[src/rtl/cic_ctrl_pkg.sv]
// rtl/cic_ctrl_pkg.sv - shared types, widths and rate limits for the CIC rate controller
package cic_ctrl_pkg;

  localparam int CIC_RATE_W = 13;
  localparam int CIC_DOUT_W = 16;

  localparam logic [CIC_RATE_W-1:0] RATE_MIN_DEFAULT = 13'd4;
  localparam logic [CIC_RATE_W-1:0] RATE_MAX_DEFAULT = 13'd4095;

  typedef enum logic [2:0] {
    ST_CLEAR,
    ST_LOAD,
    ST_SETTLE,
    ST_RUN,
    ST_DRAIN
  } ctrl_state_e;

  function automatic logic rate_in_range(input logic [CIC_RATE_W-1:0] rate,
                                         input logic [CIC_RATE_W-1:0] lo,
                                         input logic [CIC_RATE_W-1:0] hi);
    return (rate >= lo) && (rate <= hi);
  endfunction

endpackage

[src/rtl/cic_rate_ctrl_if.sv]
// rtl/cic_rate_ctrl_if.sv - host request handshake plus cic_decim control/data pins
interface cic_rate_ctrl_if;
  import cic_ctrl_pkg::*;

  logic [CIC_RATE_W-1:0] cfg_rate;
  logic                  cfg_valid;
  logic                  cfg_ready;
  logic                  cfg_err;
  logic                  busy;
  logic                  cic_nd;
  logic                  cic_rfd;
  logic                  cic_sclr;
  logic                  cic_rate_we;
  logic [CIC_RATE_W-1:0] cic_rate;
  logic                  cic_rdy;
  logic [CIC_DOUT_W-1:0] cic_dout;
  logic [CIC_DOUT_W-1:0] dout;
  logic                  dout_valid;

  // master is the controller; slave is the host plus decimator side
  modport master (
    input  cfg_rate, cfg_valid, cic_rfd, cic_rdy, cic_dout,
    output cfg_ready, cfg_err, busy, cic_nd, cic_sclr, cic_rate_we, cic_rate,
           dout, dout_valid
  );

  modport slave (
    output cfg_rate, cfg_valid, cic_rfd, cic_rdy, cic_dout,
    input  cfg_ready, cfg_err, busy, cic_nd, cic_sclr, cic_rate_we, cic_rate,
           dout, dout_valid
  );

endinterface

[src/rtl/nd_strobe_gen.sv]
// rtl/nd_strobe_gen.sv - free-running input-sample strobe, gated by enable and decimator rfd
module nd_strobe_gen #(
  parameter int ND_DIV = 4
) (
  input  logic dspclk,
  input  logic reset_n,
  input  logic en,
  input  logic rfd,
  output logic nd
);

  localparam int SC_W = (ND_DIV > 1) ? $clog2(ND_DIV) : 1;
  localparam logic [SC_W-1:0] SC_LAST = SC_W'(ND_DIV - 1);

  logic [SC_W-1:0] sc_q, sc_d;

  // The counter never stalls: a suppressed strobe simply drops that input sample.
  always_comb begin
    sc_d = (sc_q == SC_LAST) ? '0 : sc_q + SC_W'(1);
  end

  always_ff @(posedge dspclk or negedge reset_n) begin
    if (!reset_n) begin
      sc_q <= '0;
    end else begin
      sc_q <= sc_d;
    end
  end

  assign nd = (sc_q == '0) & rfd & en;

endmodule

[src/rtl/cic_rate_ctrl.sv]
// rtl/cic_rate_ctrl.sv - sequences cic_decim clear/load/settle on rate changes and gates its output
module cic_rate_ctrl
  import cic_ctrl_pkg::*;
#(
  parameter int                    ND_DIV         = 4,
  parameter logic [CIC_RATE_W-1:0] RATE_DEFAULT   = 13'd4,
  parameter logic [CIC_RATE_W-1:0] RATE_MIN       = RATE_MIN_DEFAULT,
  parameter logic [CIC_RATE_W-1:0] RATE_MAX       = RATE_MAX_DEFAULT,
  parameter int                    SETTLE_OUTPUTS = 3,
  parameter int                    DRAIN_MAX      = 16384
) (
  input  logic           dspclk,
  input  logic           reset_n,
  cic_rate_ctrl_if.master bus
);

  localparam int ST_W = (SETTLE_OUTPUTS > 1) ? $clog2(SETTLE_OUTPUTS + 1) : 1;
  localparam logic [ST_W-1:0] SETTLE_LAST = ST_W'(SETTLE_OUTPUTS - 1);
  localparam logic [14:0]     DRAIN_LAST  = 15'(DRAIN_MAX - 1);

  ctrl_state_e           state_q, state_d;
  logic [CIC_RATE_W-1:0] pending_q, pending_d;
  logic [CIC_RATE_W-1:0] rate_q, rate_d;
  logic [ST_W-1:0]       settle_q, settle_d;
  logic [14:0]           drain_q, drain_d;
  logic [CIC_DOUT_W-1:0] dout_q, dout_d;
  logic                  dout_valid_q, dout_valid_d;
  logic                  cfg_err_q, cfg_err_d;
  logic                  handshake;
  logic                  rate_ok;
  logic                  nd_en;
  logic                  nd;

  assign handshake = bus.cfg_valid & (state_q == ST_RUN);
  assign rate_ok   = rate_in_range(bus.cfg_rate, RATE_MIN, RATE_MAX);
  assign nd_en     = (state_q == ST_SETTLE) | (state_q == ST_RUN) | (state_q == ST_DRAIN);

  nd_strobe_gen #(
    .ND_DIV (ND_DIV)
  ) u_nd_strobe_gen (
    .dspclk  (dspclk),
    .reset_n (reset_n),
    .en      (nd_en),
    .rfd     (bus.cic_rfd),
    .nd      (nd)
  );

  always_comb begin
    state_d      = state_q;
    pending_d    = pending_q;
    rate_d       = rate_q;
    settle_d     = settle_q;
    drain_d      = '0;
    dout_d       = dout_q;
    dout_valid_d = 1'b0;
    cfg_err_d    = 1'b0;

    case (state_q)
      ST_CLEAR: begin
        rate_d  = pending_q;
        state_d = ST_LOAD;
      end
      ST_LOAD: begin
        settle_d = '0;
        state_d  = ST_SETTLE;
      end
      // Outputs here come from the transient after the load and are discarded.
      ST_SETTLE: begin
        if (bus.cic_rdy) begin
          if (settle_q == SETTLE_LAST) begin
            state_d = ST_RUN;
          end else begin
            settle_d = settle_q + ST_W'(1);
          end
        end
      end
      ST_RUN: begin
        dout_d       = bus.cic_dout;
        dout_valid_d = bus.cic_rdy;
        if (handshake) begin
          if (rate_ok) begin
            pending_d = bus.cfg_rate;
            state_d   = ST_DRAIN;
          end else begin
            cfg_err_d = 1'b1;
          end
        end
      end
      // Wait for one output boundary so the last sample at the old rate is delivered.
      ST_DRAIN: begin
        dout_d       = bus.cic_dout;
        dout_valid_d = bus.cic_rdy;
        drain_d      = drain_q + 15'd1;
        if (bus.cic_rdy || (drain_q == DRAIN_LAST)) begin
          state_d = ST_CLEAR;
        end
      end
      default: begin
        state_d = ST_CLEAR;
      end
    endcase
  end

  always_ff @(posedge dspclk or negedge reset_n) begin
    if (!reset_n) begin
      state_q      <= ST_CLEAR;
      pending_q    <= RATE_DEFAULT;
      rate_q       <= RATE_DEFAULT;
      settle_q     <= '0;
      drain_q      <= '0;
      dout_q       <= '0;
      dout_valid_q <= 1'b0;
      cfg_err_q    <= 1'b0;
    end else begin
      state_q      <= state_d;
      pending_q    <= pending_d;
      rate_q       <= rate_d;
      settle_q     <= settle_d;
      drain_q      <= drain_d;
      dout_q       <= dout_d;
      dout_valid_q <= dout_valid_d;
      cfg_err_q    <= cfg_err_d;
    end
  end

  assign bus.cfg_ready   = (state_q == ST_RUN);
  assign bus.busy        = (state_q != ST_RUN);
  assign bus.cfg_err     = cfg_err_q;
  assign bus.cic_nd      = nd;
  assign bus.cic_sclr    = (state_q == ST_CLEAR);
  assign bus.cic_rate_we = (state_q == ST_LOAD);
  assign bus.cic_rate    = rate_q;
  assign bus.dout        = dout_q;
  assign bus.dout_valid  = dout_valid_q;

endmodule

[src/flat_wrapper.sv]
// flat-port wrapper written by rule: the top's interface ports become plain ports
module cic_rate_ctrl_flat import cic_ctrl_pkg::*;
#(
  parameter int                    ND_DIV         = 4,
  parameter logic [CIC_RATE_W-1:0] RATE_DEFAULT   = 13'd4,
  parameter logic [CIC_RATE_W-1:0] RATE_MIN       = RATE_MIN_DEFAULT,
  parameter logic [CIC_RATE_W-1:0] RATE_MAX       = RATE_MAX_DEFAULT,
  parameter int                    SETTLE_OUTPUTS = 3,
  parameter int                    DRAIN_MAX      = 16384
)
  (dspclk, reset_n, bus_cfg_rate, bus_cfg_valid, bus_cic_rfd, bus_cic_rdy, bus_cic_dout, bus_cfg_ready, bus_cfg_err, bus_busy, bus_cic_nd, bus_cic_sclr, bus_cic_rate_we, bus_cic_rate, bus_dout, bus_dout_valid);
  cic_rate_ctrl_if bus_i ();
  input  logic dspclk;
  input  logic reset_n;
  input wire logic [$bits(bus_i.cfg_rate)-1:0] bus_cfg_rate;
  input wire logic [$bits(bus_i.cfg_valid)-1:0] bus_cfg_valid;
  input wire logic [$bits(bus_i.cic_rfd)-1:0] bus_cic_rfd;
  input wire logic [$bits(bus_i.cic_rdy)-1:0] bus_cic_rdy;
  input wire logic [$bits(bus_i.cic_dout)-1:0] bus_cic_dout;
  output wire logic [$bits(bus_i.cfg_ready)-1:0] bus_cfg_ready;
  output wire logic [$bits(bus_i.cfg_err)-1:0] bus_cfg_err;
  output wire logic [$bits(bus_i.busy)-1:0] bus_busy;
  output wire logic [$bits(bus_i.cic_nd)-1:0] bus_cic_nd;
  output wire logic [$bits(bus_i.cic_sclr)-1:0] bus_cic_sclr;
  output wire logic [$bits(bus_i.cic_rate_we)-1:0] bus_cic_rate_we;
  output wire logic [$bits(bus_i.cic_rate)-1:0] bus_cic_rate;
  output wire logic [$bits(bus_i.dout)-1:0] bus_dout;
  output wire logic [$bits(bus_i.dout_valid)-1:0] bus_dout_valid;
  assign bus_i.cfg_rate = bus_cfg_rate;
  assign bus_i.cfg_valid = bus_cfg_valid;
  assign bus_i.cic_rfd = bus_cic_rfd;
  assign bus_i.cic_rdy = bus_cic_rdy;
  assign bus_i.cic_dout = bus_cic_dout;
  assign bus_cfg_ready = bus_i.cfg_ready;
  assign bus_cfg_err = bus_i.cfg_err;
  assign bus_busy = bus_i.busy;
  assign bus_cic_nd = bus_i.cic_nd;
  assign bus_cic_sclr = bus_i.cic_sclr;
  assign bus_cic_rate_we = bus_i.cic_rate_we;
  assign bus_cic_rate = bus_i.cic_rate;
  assign bus_dout = bus_i.dout;
  assign bus_dout_valid = bus_i.dout_valid;
  cic_rate_ctrl #(.ND_DIV(ND_DIV), .RATE_DEFAULT(RATE_DEFAULT), .RATE_MIN(RATE_MIN), .RATE_MAX(RATE_MAX), .SETTLE_OUTPUTS(SETTLE_OUTPUTS), .DRAIN_MAX(DRAIN_MAX)) u_core (.dspclk(dspclk), .reset_n(reset_n), .bus(bus_i));
endmodule
[config.mk]
export PLATFORM = sky130hd
export DESIGN_NAME = cic_rate_ctrl_flat
export DESIGN_NICKNAME = d
export VERILOG_FILES = /design/src/rtl/cic_ctrl_pkg.sv /design/src/rtl/cic_rate_ctrl_if.sv /design/src/rtl/nd_strobe_gen.sv /design/src/rtl/cic_rate_ctrl.sv /design/src/flat_wrapper.sv
export SDC_FILE = /design/constraint.sdc
export NUM_CORES = 1
export LEC_CHECK = 0
export ABC_AREA = 1
export CORE_MARGIN = 10
export CORE_UTILIZATION = 30
export DETAILED_ROUTE_END_ITERATION = 7
export GPL_TIMING_DRIVEN = 0
export SYNTH_ARGS = -nofsm -noshare
export SYNTH_HDL_FRONTEND = slang
export SYNTH_SLANG_ARGS = --single-unit
export TNS_END_PERCENT = 10
[constraint.sdc]
create_clock -name dspclk -period 2.6 [get_ports dspclk]
set_input_delay 0.26 -clock dspclk [delete_from_list [all_inputs] [get_ports dspclk]]
set_output_delay 0.26 -clock dspclk [all_outputs]
set_load 0.05 [all_outputs]
==> reports/metrics.sh, run 1 <==
RUN_STATUS='complete, no violations'
DIE-AREA_UM2=14100
MAX_FREQ_MHz=437
INSERTION_DELAY_NS=0.34
FP.DIEW_UM=119
RSZ0062_AT_GRT='false'
NETLIST_TOP_CELLS_AREA='dfrtp_1, nand2_1, inv_1, o21ai_2, nor2_1'
DESIGN.FINAL.NETS=456
SYNTH_COMMON_CELLS='nand2_1, dfrtp_1, inv_1, nor2_1, o21ai_2'
YS_ASYNC_SR_FRACTION=1.00
FILL_CELLS=1001
NUMBER_OF_NETS_PRODUCED_BY_SYNTHESIS=376
GR-TOTAL-OVERFLOW=0
HOLD_VIOL=0
POST-ROUTE-PERIOD-UTIL=0.879
WORST_IR_DROP_VDD_mV=0.606
FIN_WORST_HOLD_SLACK_NS=0.0113
FINALWEIGHTEDCONGESTION=0.831
SYNTH.TOP_CELL.AREA_SHARE=0.546
FIRST_GLOBAL_VIAS=2420
VIA_COUNT=2352
CP_SLOWEST_CELL='dlygate4sd2_1'
MAXCAPVIOLATIONS=0
PLACE.PORT_BUFFERS=69
YOSYSMOSTFREQUENTCELL='nand2_1'
DRCVIOLATIONCOUNT=0
SETUP.WORST_PATH.END='bus_cic_sclr'
CLOCK-ROOT-BUFFER='clkbuf_8'
HP-CLASS='in -> async'
START_KIND='flop'
CRIT_PATH_START='u_core.state_q[0]'
CRITICAL_PATH.TOP_DELAY_FAMILY='buffers and inverters'
FINAL_CELL_COUNT_WITHOUT_FILLERS=556
CRIT_PATH_CELL_TRACE='inv_1 > nand2_1 > nor2_2 > buf_2 > dlygate4sd2_1'
LAYOUT-DRIVE-GT1-SHARE=0.132
CP.REQUIRED_NS=2.34
IO_PINS=70
POWER_DENSITY_nW_PER_UM2=1130
CRITICAL_PATH_PEAK_FANOUT=10
TOTAL_GLOBAL_ROUTE_TRACK_USAGE=0.0969
PLACE.DETAILED.HPWL_MM=4.94
HOLD_BUFFERS=0
WORSTPATHARRIVAL_NS=2.03
CP_SLOWEST_STAGE_DELAY_NS=0.56
NUMCTSBUFFERS=9
LAYOUT.CORE_UTILIZATION=0.412
HTREEDEPTH=3
PATH_BUF_INV=3
WORSTMARGINPINSLEW_NS=0.820
NUM_ANTENNA_CELLS=0
MAXIMUM_NUMBER_OF_PINS_ON_ONE_NET_BEFORE_GLOBAL_ROUTE_REPAIR=67
CLOCK-SKEW-FINAL_NS=0.00758
STDCELL_AREA_UM2=3970
POST_SYNTH_INSTANCE_AREA_UM2=2930
REG2REG_SETUP_SLACK_NS=1.11
COREAREA_UM2=9640
FINALWIRELENGTH_MM=6.59
SYNTH_AREA_LEADER_CELL='dfrtp_1'
AVGSYNTHCELLAREA_UM2=8.68
FIRSTDRTPASSITERS=4
VIAS_PER_CELL=4.23
REGTOREGENDPOINT='u_core.bus.dout[15]'
R2R.WORST_PATH.CELLS=7
SETUP-TNS-FINAL_NS=0
ANTENNA_VIOLATING_NETS_POST_ROUTE=0
AREA_GROWTH_PCT=35.4
PINS_OVER_SLEW_LIMIT=0
MAX_SLEW_MARGIN=0.453
CLKTRANSATPATHREGS_NS=0.07
CTS_BUFFER_DEPTH=2
DETAILED_PLACE.AREA_UM2=3790
DIE_H_UM=119
NETLIST_INSTANCES=338
YOSYSWARNINGS=0
POSTSYNTH.TOPFLOPCELL='dfrtp_1'
LAYOUT_MIN_CYCLE_TIME_NS=2.29
POWER.STATIC_LEAKAGE_uW=0.00198
GLOBAL_ROUTE_WIRE_LENGTH_BEFORE_REPAIR_MM=11.3
WORST-PATH-STAGES=5
SYNTH_SEQUENTIAL_AREA_RATIO=0.564
SORT_OF_ELEMENT_AT_THE_END_OF_THE_CRITICAL_PATH='primary output'
CTS_TREE='built'
STD_CELL_ROWS=36
INITIAL_DRT_MARKERS=70
CLOCK-SINKS=66
WIRE_PER_INST_UM=11.9
START_UTIL=0.304
POST_SYNTH_NUM_CELL_TYPES=30
WORSTSETUPPATHTYPE='reg -> out'
SYNTH_ENABLE_FLOP_CELLS=0
FINALSETUPVIOLCOUNT=0
ANTENNA_FOUND_INITIAL=0
POSTSYNTHREGISTERBITS=66
LAUNCHING_POINT_OF_THE_WORST_REG2REG_PATH='u_core.state_q[1]'
DP.CELLS=540
## final cells by class
cell class,instances,area (um^2),area share
multi-input cells,218,1050,0.266
well taps,133,166,0.0419
flip-flops and latches,66,1650,0.416
plain buffers,7,47.5,0.0120
inverters,47,178,0.0447
clock inverters,2,10.0,0.00252
repair buffers,69,689,0.174
clock buffers,14,173,0.0435
## metrics by stage
| step | setup slack, ns | power [uW] |
|---|---|---|
| finish | 0.313 | 4490 |
| CTS | 0.0278 | 4570 |
| global placement | -0.977 | 3730 |
| floorplan | 0.946 | 3010 |
| global route | 0.161 | 4800 |
| detailed placement | 0.376 | 3760 |
## metal layers
| metal | global-route usage | routed length [um] | up-vias |
|---|---|---|---|
| met2 | 0.162 | 3220 | 41 |
| met1 | 0.111 | 2970 | 1101 |
| li1 | - | - | 1200 |
| met4 | 0.0527 | 126 | 0 |
| met3 | 0.0260 | 275 | 10 |
| met5 | 0 | 0 | - |
## registers in the layout, summed over array words and instances, names as in the netlist, 2 cells and up
name                         cells
u_core.bus.cic_rate             13
u_core.bus.dout                 16
u_core.drain_q                  15
u_core.pending_q                13
u_core.settle_q                  2
u_core.state_q                   3
u_core.u_nd_strobe_gen.sc_q      2
## cell usage in the layout, fill, tap and decap left out, drive strengths merged
cell type      instances
nand3b                 1
nand2                136
o21ai                 23
dfstp                  2
nor2                  22
dlymetal6s2s           1
inv                   46
a21boi                 1
o211ai                 1
nand4                  3
clkbuf                15
o31ai                  1
nand3                  8
or2                    1
a31oi                  1
xor2                   1
dfrtp                 64
dlygate4sd2            1
ha                     4
buf                    7
nor3                   4
clkdlybuf4s50         66
a21oi                 11
clkinv                 3
## worst min path at each step
stage / startpoint / to / slack [ns]
CTS: reset_n / u_core.drain_q[13] / 0.05
detailed placement: reset_n / u_core.drain_q[11] / 0.42
global route: reset_n / u_core.drain_q[12] / 0.07
finish: reset_n / u_core.drain_q[12] / 0.01
floorplan: reset_n / u_core.bus.cfg_err / -0.04
global placement: u_core.u_nd_strobe_gen.sc_q[0] / u_core.u_nd_strobe_gen.sc_q[0] / 0.44
## where the power goes
part | switching, uW | leakage, uW | internal (uW)
clock network | 370 | 0.0000965 | 422
registers | 174 | 0.000846 | 1360
logic | 1470 | 0.00104 | 696
## timing repair
| item | 4_1_cts | 5_1_grt |
|---|---|---|
| gates cloned | 0 | 0 |
| setup endpoints to repair | 1 | 1 |
| setup buffers | 0 | 0 |
| resized for setup | 1 | 1 |
## cell families after synthesis
| kind of cell | count (synthesis) | synth area share |
|---|---|---|
| XOR/XNOR | 1 | 0.00299 |
| AND/OR/NAND/NOR | 175 | 0.256 |
| AO/OA/AOI/OAI | 38 | 0.0832 |
| buffers and inverters | 54 | 0.0768 |
| adder cells (fa/ha/maj) | 4 | 0.0171 |
| flip-flops | 66 | 0.564 |
No activity file was read; power rests on OpenSTA's default activity.
==> inputs of run 2 (changes only) <==
--- a/config.mk
+++ b/config.mk
@@ -6,7 +6,6 @@
 export NUM_CORES = 1
 export LEC_CHECK = 0
 export ABC_AREA = 1
-export CORE_MARGIN = 10
 export CORE_UTILIZATION = 30
 export DETAILED_ROUTE_END_ITERATION = 7
 export GPL_TIMING_DRIVEN = 0
==> reports/metrics.sh, run 2 (synthesis results as in run 1) <==
NUM_ANTENNA_CELLS=0
WORSTPATHARRIVAL_NS=1.89
REG2REG_SETUP_SLACK_NS=1.07
MAXIMUM_NUMBER_OF_PINS_ON_ONE_NET_BEFORE_GLOBAL_ROUTE_REPAIR=67
START_KIND='flop'
STDCELL_AREA_UM2=4010
POWER_DENSITY_nW_PER_UM2=1160
DIE_H_UM=101
CLKTRANSATPATHREGS_NS=0.07
R2R.WORST_PATH.CELLS=6
CP.REQUIRED_NS=2.34
MAXCAPVIOLATIONS=0
CRITICAL_PATH_PEAK_FANOUT=5
COREAREA_UM2=9370
REGTOREGENDPOINT='u_core.drain_q[14]'
ANTENNA_VIOLATING_NETS_POST_ROUTE=0
WORSTMARGINPINSLEW_NS=0.830
LAYOUT_MIN_CYCLE_TIME_NS=2.15
HOLD_VIOL=0
PLACE.PORT_BUFFERS=69
INITIAL_DRT_MARKERS=77
WORSTSETUPPATHTYPE='reg -> out'
FIRST_GLOBAL_VIAS=2402
HTREEDEPTH=3
CLOCK-SKEW-FINAL_NS=0.00848
NUMCTSBUFFERS=9
DIE-AREA_UM2=10200
FILL_CELLS=974
IO_PINS=70
MAX_SLEW_MARGIN=0.447
PINS_OVER_SLEW_LIMIT=0
CTS_TREE='built'
FINALWEIGHTEDCONGESTION=0.750
SORT_OF_ELEMENT_AT_THE_END_OF_THE_CRITICAL_PATH='primary output'
P_CLK_FRAC=0.203
LAYOUT.CORE_UTILIZATION=0.428
PLACE.DETAILED.HPWL_MM=4.38
SEQUENTIAL_CELL_FRACTION_OF_TOTAL_POWER=0.333
VIA_COUNT=2353
POSTCTSSETUPBUFFERS=0
DP.CELLS=536
FP.DIEW_UM=101
CLOCK-ROOT-BUFFER='clkbuf_8'
START_UTIL=0.313
AREA_GROWTH_PCT=36.6
DRCVIOLATIONCOUNT=0
STD_CELL_ROWS=35
SWITCHING_POWER_uW=2020
RUN_STATUS='complete, no violations'
GLOBAL_ROUTE_WIRE_LENGTH_BEFORE_REPAIR_MM=10.8
RSZ0062_AT_GRT='false'
WIRE_PER_INST_UM=11.2
POST_CTS.RESIZED_INSTANCES=0
FINAL_COMMON_CELL='nand2_1'
FIRSTDRTPASSITERS=4
SWITCHING_SHARE=0.435
LARGEST_REG_FLOPS=16
LAYOUT-DRIVE-GT1-SHARE=0.135
DESIGN.FINAL.NETS=456
FINAL_CELL_MIX='nand2_1, clkdlybuf4s50_1, dfrtp_1'
POWER.STATIC_LEAKAGE_uW=0.00200
HP-CLASS='in -> async'
HOLD_BUFFERS=0
INSERTION_DELAY_NS=0.33
FINAL_CELL_COUNT_WITHOUT_FILLERS=552
VIAS_PER_CELL=4.26
FINALSETUPVIOLCOUNT=0
MAX_FREQ_MHz=466
CTS_BUFFER_DEPTH=2
POST-ROUTE-PERIOD-UTIL=0.826
GR-TOTAL-OVERFLOW=0
DETAILED_PLACE.AREA_UM2=3780
ANTENNA_FOUND_INITIAL=0
CLOCK-SINKS=66
COMBINATIONALPOWERSHARE=0.464
LAUNCHING_POINT_OF_THE_WORST_REG2REG_PATH='u_core.drain_q[0]'
WORST_IR_DROP_VDD_mV=0.547
CELL_INTERNAL_PWR_uW=2630
FINALWIRELENGTH_MM=6.16
TOTAL_GLOBAL_ROUTE_TRACK_USAGE=0.136
run 2: cell types whose count changed in the layout (fill, tap and decap cells not counted):
cell,previous run,this run
bufinv_16,0,2
clkbuf_8,12,10
clkbuf_1,2,1
clkinvlp_4,0,1
dlygate4sd2_1,1,0
dlymetal6s2s_1,1,2
run 2: worst max-delay path by stage:
stage | startpoint | end | slack, ns | cells after the start
floorplan | u_core.state_q[1] | u_core.pending_q[10] | 0.95 | 6
global placement | reset_n | u_core.bus.dout[14] | -1.03 | 1
detailed placement | u_core.state_q[0] | bus_cic_sclr | 0.41 | 5
CTS | u_core.state_q[0] | bus_cic_sclr | 0.03 | 5
global route | u_core.state_q[0] | bus_cic_sclr | 0.30 | 5
finish | u_core.state_q[1] | bus_cfg_ready | 0.45 | 3
run 2: routing by layer:
| metal | GRT usage | vias to the layer above | routed length (um) | share of wire |
|---|---|---|---|---|
| met3 | 0.0409 | 7 | 309 | 0.050 |
| met4 | 0.0502 | 0 | 82 | 0.013 |
| met5 | 0 | - | 0 | 0 |
| met2 | 0.222 | 41 | 2950 | 0.48 |
| met1 | 0.170 | 1109 | 2820 | 0.46 |
| li1 | - | 1196 | - | - |
run 2: final cells by class:
class	instances	area, um^2	share of cell area
buffer	7	47.5	0.0119
clock buffer	11	141	0.0353
clock inverter	5	77.6	0.0194
inverter	47	178	0.0443
multi-input combinational	218	1050	0.263
sequential	66	1650	0.413
tap	129	161	0.0403
timing repair buffer	69	693	0.173
run 2: critical path, stage by stage, from the launching register on:
cell             delay [ns]
dfrtp_1                0.45
nand3_2                0.17
clkinv_2               0.13
clkdlybuf4s50_1        0.81
run 2: through the flow:
| step | setup TNS [ns] | total power [uW] | hold slack (ns) | setup slack, ns |
|---|---|---|---|---|
| after global placement | -66.31 | 3710 | 0.437 | -1.03 |
| after detailed placement | 0 | 3740 | 0.428 | 0.410 |
| after CTS | 0 | 4700 | 0.0644 | 0.0293 |
| after floorplan | 0 | 3010 | -0.0356 | 0.946 |
| after global routing | 0 | 4950 | 0.0952 | 0.296 |
| final | 0 | 4640 | 0.0151 | 0.453 |
run 2: power by group through the flow:
stage | registers [uW] | clock network, uW | logic [uW]
after detailed placement | 1560 | 0 | 2180
final | 1550 | 944 | 2150
after floorplan | 2240 | 0 | 774
after global routing | 1590 | 1020 | 2340
after global placement | 1560 | 0 | 2150
after CTS | 1550 | 968 | 2180
==> inputs of run 3 (changes only) <==
==> constraint.sdc (replaced) <==
create_clock -name dspclk -period 1.79 [get_ports dspclk]
set_input_delay 0.179 -clock dspclk [delete_from_list [all_inputs] [get_ports dspclk]]
set_output_delay 0.179 -clock dspclk [all_outputs]
set_load 0.05 [all_outputs]
==> reports/metrics.sh, run 3 (synthesis results as in run 1) <==
RUN_STATUS='complete, no violations'
TOTAL_GLOBAL_ROUTE_TRACK_USAGE=0.136
WORSTSETUPPATHTYPE='reg -> out'
FIRST_GLOBAL_VIAS=2402
R2R.WORST_PATH.CELLS=6
P_CLK_FRAC=0.203
LAYOUT-DRIVE-GT1-SHARE=0.149
FIN_WORST_HOLD_SLACK_NS=0.373
CRITICAL_PATH.MOST_COMMON_CELL='buf_4'
RSZ0062_AT_GRT='true'
CP_SLOWEST_CELL='dfrtp_2'
INITIAL_DRT_MARKERS=82
FINALWIRELENGTH_MM=6.17
ANTENNA_FOUND_INITIAL=0
IO_PINS=70
PINS_OVER_SLEW_LIMIT=0
WORST_IR_DROP_VDD_mV=0.801
GLOBAL_ROUTE_WIRE_LENGTH_BEFORE_REPAIR_MM=10.8
CRITICAL_PATH.TOP_DELAY_FAMILY='buffers and inverters'
REG2REG_SETUP_SLACK_NS=0.26
SWITCHING_POWER_uW=2960
ANTENNA_VIOLATING_NETS_POST_ROUTE=0
CTS_BUFFER_DEPTH=2
HOLD_VIOL=0
FINAL_CELL_MIX='nand2_1, clkdlybuf4s50_1, dfrtp_1'
DRCVIOLATIONCOUNT=0
MAXIMUM_NUMBER_OF_PINS_ON_ONE_NET_BEFORE_GLOBAL_ROUTE_REPAIR=67
SWITCHING_SHARE=0.438
INSERTION_DELAY_NS=0.33
FINALWEIGHTEDCONGESTION=0.750
START_KIND='flop'
SORT_OF_ELEMENT_AT_THE_END_OF_THE_CRITICAL_PATH='primary output'
WIRE_PER_INST_UM=11.2
POWER_uW=6750
WORSTMARGINPINSLEW_NS=0.830
WORST_HOLD_PATH.NUM_CELLS=3
GR-TOTAL-OVERFLOW=0
HTREEDEPTH=3
PATH_BUF_INV=3
AREA_GROWTH_PCT=37.0
FINAL_COMMON_CELL='nand2_1'
PLACE.PORT_BUFFERS=69
SEQUENTIAL_CELL_FRACTION_OF_TOTAL_POWER=0.335
CP.REQUIRED_NS=1.61
POWER.STATIC_LEAKAGE_uW=0.00199
COMBINATIONALPOWERSHARE=0.462
CELL_INTERNAL_PWR_uW=3800
CLOCK-SKEW-FINAL_NS=0.00856
DIE_H_UM=101
DESIGN.FINAL.NETS=457
PLACE.DETAILED.HPWL_MM=4.38
CLOCK-ROOT-BUFFER='clkbuf_8'
FP.DIEW_UM=101
LAYOUT.CORE_UTILIZATION=0.429
COREAREA_UM2=9370
MAXCAPVIOLATIONS=0
POWER_DENSITY_nW_PER_UM2=1680
VIAS_PER_CELL=4.26
NUMCTSBUFFERS=9
POST-ROUTE-PERIOD-UTIL=0.982
START_UTIL=0.313
MAX_SLEW_MARGIN=0.447
CRITICAL_PATH_PEAK_FANOUT=10
WORSTPATHARRIVAL_NS=1.58
MIN_TO='u_core.bus.dout[14]'
FIRSTDRTPASSITERS=4
LAUNCHING_POINT_OF_THE_WORST_REG2REG_PATH='u_core.drain_q[0]'
STD_CELL_ROWS=35
CTS_TREE='built'
CLKTRANSATPATHREGS_NS=0.07
LAYOUT_MIN_CYCLE_TIME_NS=1.76
DP_WORST_SETUP_SLACK_NS=-0.319
NUM_ANTENNA_CELLS=0
HP-CLASS='in -> reg'
WORST_SLACK_NS=0.0324
CLOCK-SINKS=66
DIE-AREA_UM2=10200
LARGEST_REG_FLOPS=16
FINALSETUPVIOLCOUNT=0
REGTOREGENDPOINT='u_core.drain_q[14]'
CRIT_PATH_CELL_TRACE='inv_1 > nand2_1 > nor2_4 > buf_4 > buf_4'
POSTCTSSETUPBUFFERS=0
FILL_CELLS=975
MIN-DELAY-START='bus_cic_dout[14]'
CP_SLOWEST_STAGE_DELAY_NS=0.44
CRIT_PATH_START='u_core.state_q[0]'
VIA_COUNT=2356
MAX_FREQ_MHz=569
## run 3: changes by cell type in the layout (fill, tap and decap cells not counted), moves of 2 or more
cell | before | now
clkdlybuf4s50_1 | 66 | 62
buf_4 | 1 | 3
clkbuf_2 | 1 | 3
dfrtp_1 | 64 | 62
dfrtp_2 | 0 | 2
dlygate4sd2_1 | 0 | 2
dlymetal6s2s_1 | 2 | 0
nor2_2 | 4 | 2
nor2_4 | 0 | 2
## run 3: timing repair
action / CTS / global route
gates resized for setup: 20 / 7
pin swaps: 1 / 0
hold buffers: 1 / 0
endpoints found under the hold margin: 64 / 0
setup endpoints to repair: 6 / 4
## run 3: metrics by stage
step                      area [um^2]  TNS (ns)  std cells
final                            4020         0        553
after global placement           3790   -115.00        536
after CTS                        4010   -0.0677        553
after floorplan                  2930         0        338
after global routing             4020    -0.159        553
after detailed placement         3780    -0.615        536
## run 3: tightest hold or removal path, stage by stage
cell,delay [ns]
clkdlybuf4s50_1,0.39
nand2_1,0.06
nand2_1,0.04
## run 3: how the worst max path moves through the flow
stage / endpoint / slack, ns / cells after the start
after floorplan: u_core.pending_q[10] / 0.14 / 6
after global placement: u_core.bus.dout[14] / -1.76 / 1
after detailed placement: bus_cic_sclr / -0.32 / 5
after CTS: bus_cic_nd / -0.03 / 6
after global routing: bus_cic_sclr / -0.1 / 5
final: bus_cic_sclr / 0.03 / 5
## run 3: area by class of cell
type | count | area (um^2) | area share
clock inverter | 5 | 77.6 | 0.0193
multi-input combinational | 218 | 1070 | 0.266
buffer | 7 | 50.0 | 0.0124
tap | 129 | 161 | 0.0401
sequential | 66 | 1660 | 0.412
clock buffer | 11 | 141 | 0.0352
timing repair buffer | 70 | 684 | 0.170
inverter | 47 | 178 | 0.0442
## run 3: power groups by stage
stage	Clock, uW	Combinational [uW]	Sequential, uW
6_report	1370	3120	2260
5_1_grt	1480	3400	2320
4_1_cts	1410	3150	2250
3_5_place_dp	0	3160	2270
3_3_place_gp	0	3120	2270
2_1_floorplan	0	1120	3250
## run 3: per-layer routing
| metal | wire length, um | global-route usage | part of all wire |
|---|---|---|---|
| met5 | 0 | 0 | 0 |
| met4 | 82 | 0.0502 | 0.013 |
| met3 | 304 | 0.0402 | 0.049 |
| met2 | 2980 | 0.222 | 0.48 |
| met1 | 2800 | 0.171 | 0.45 |
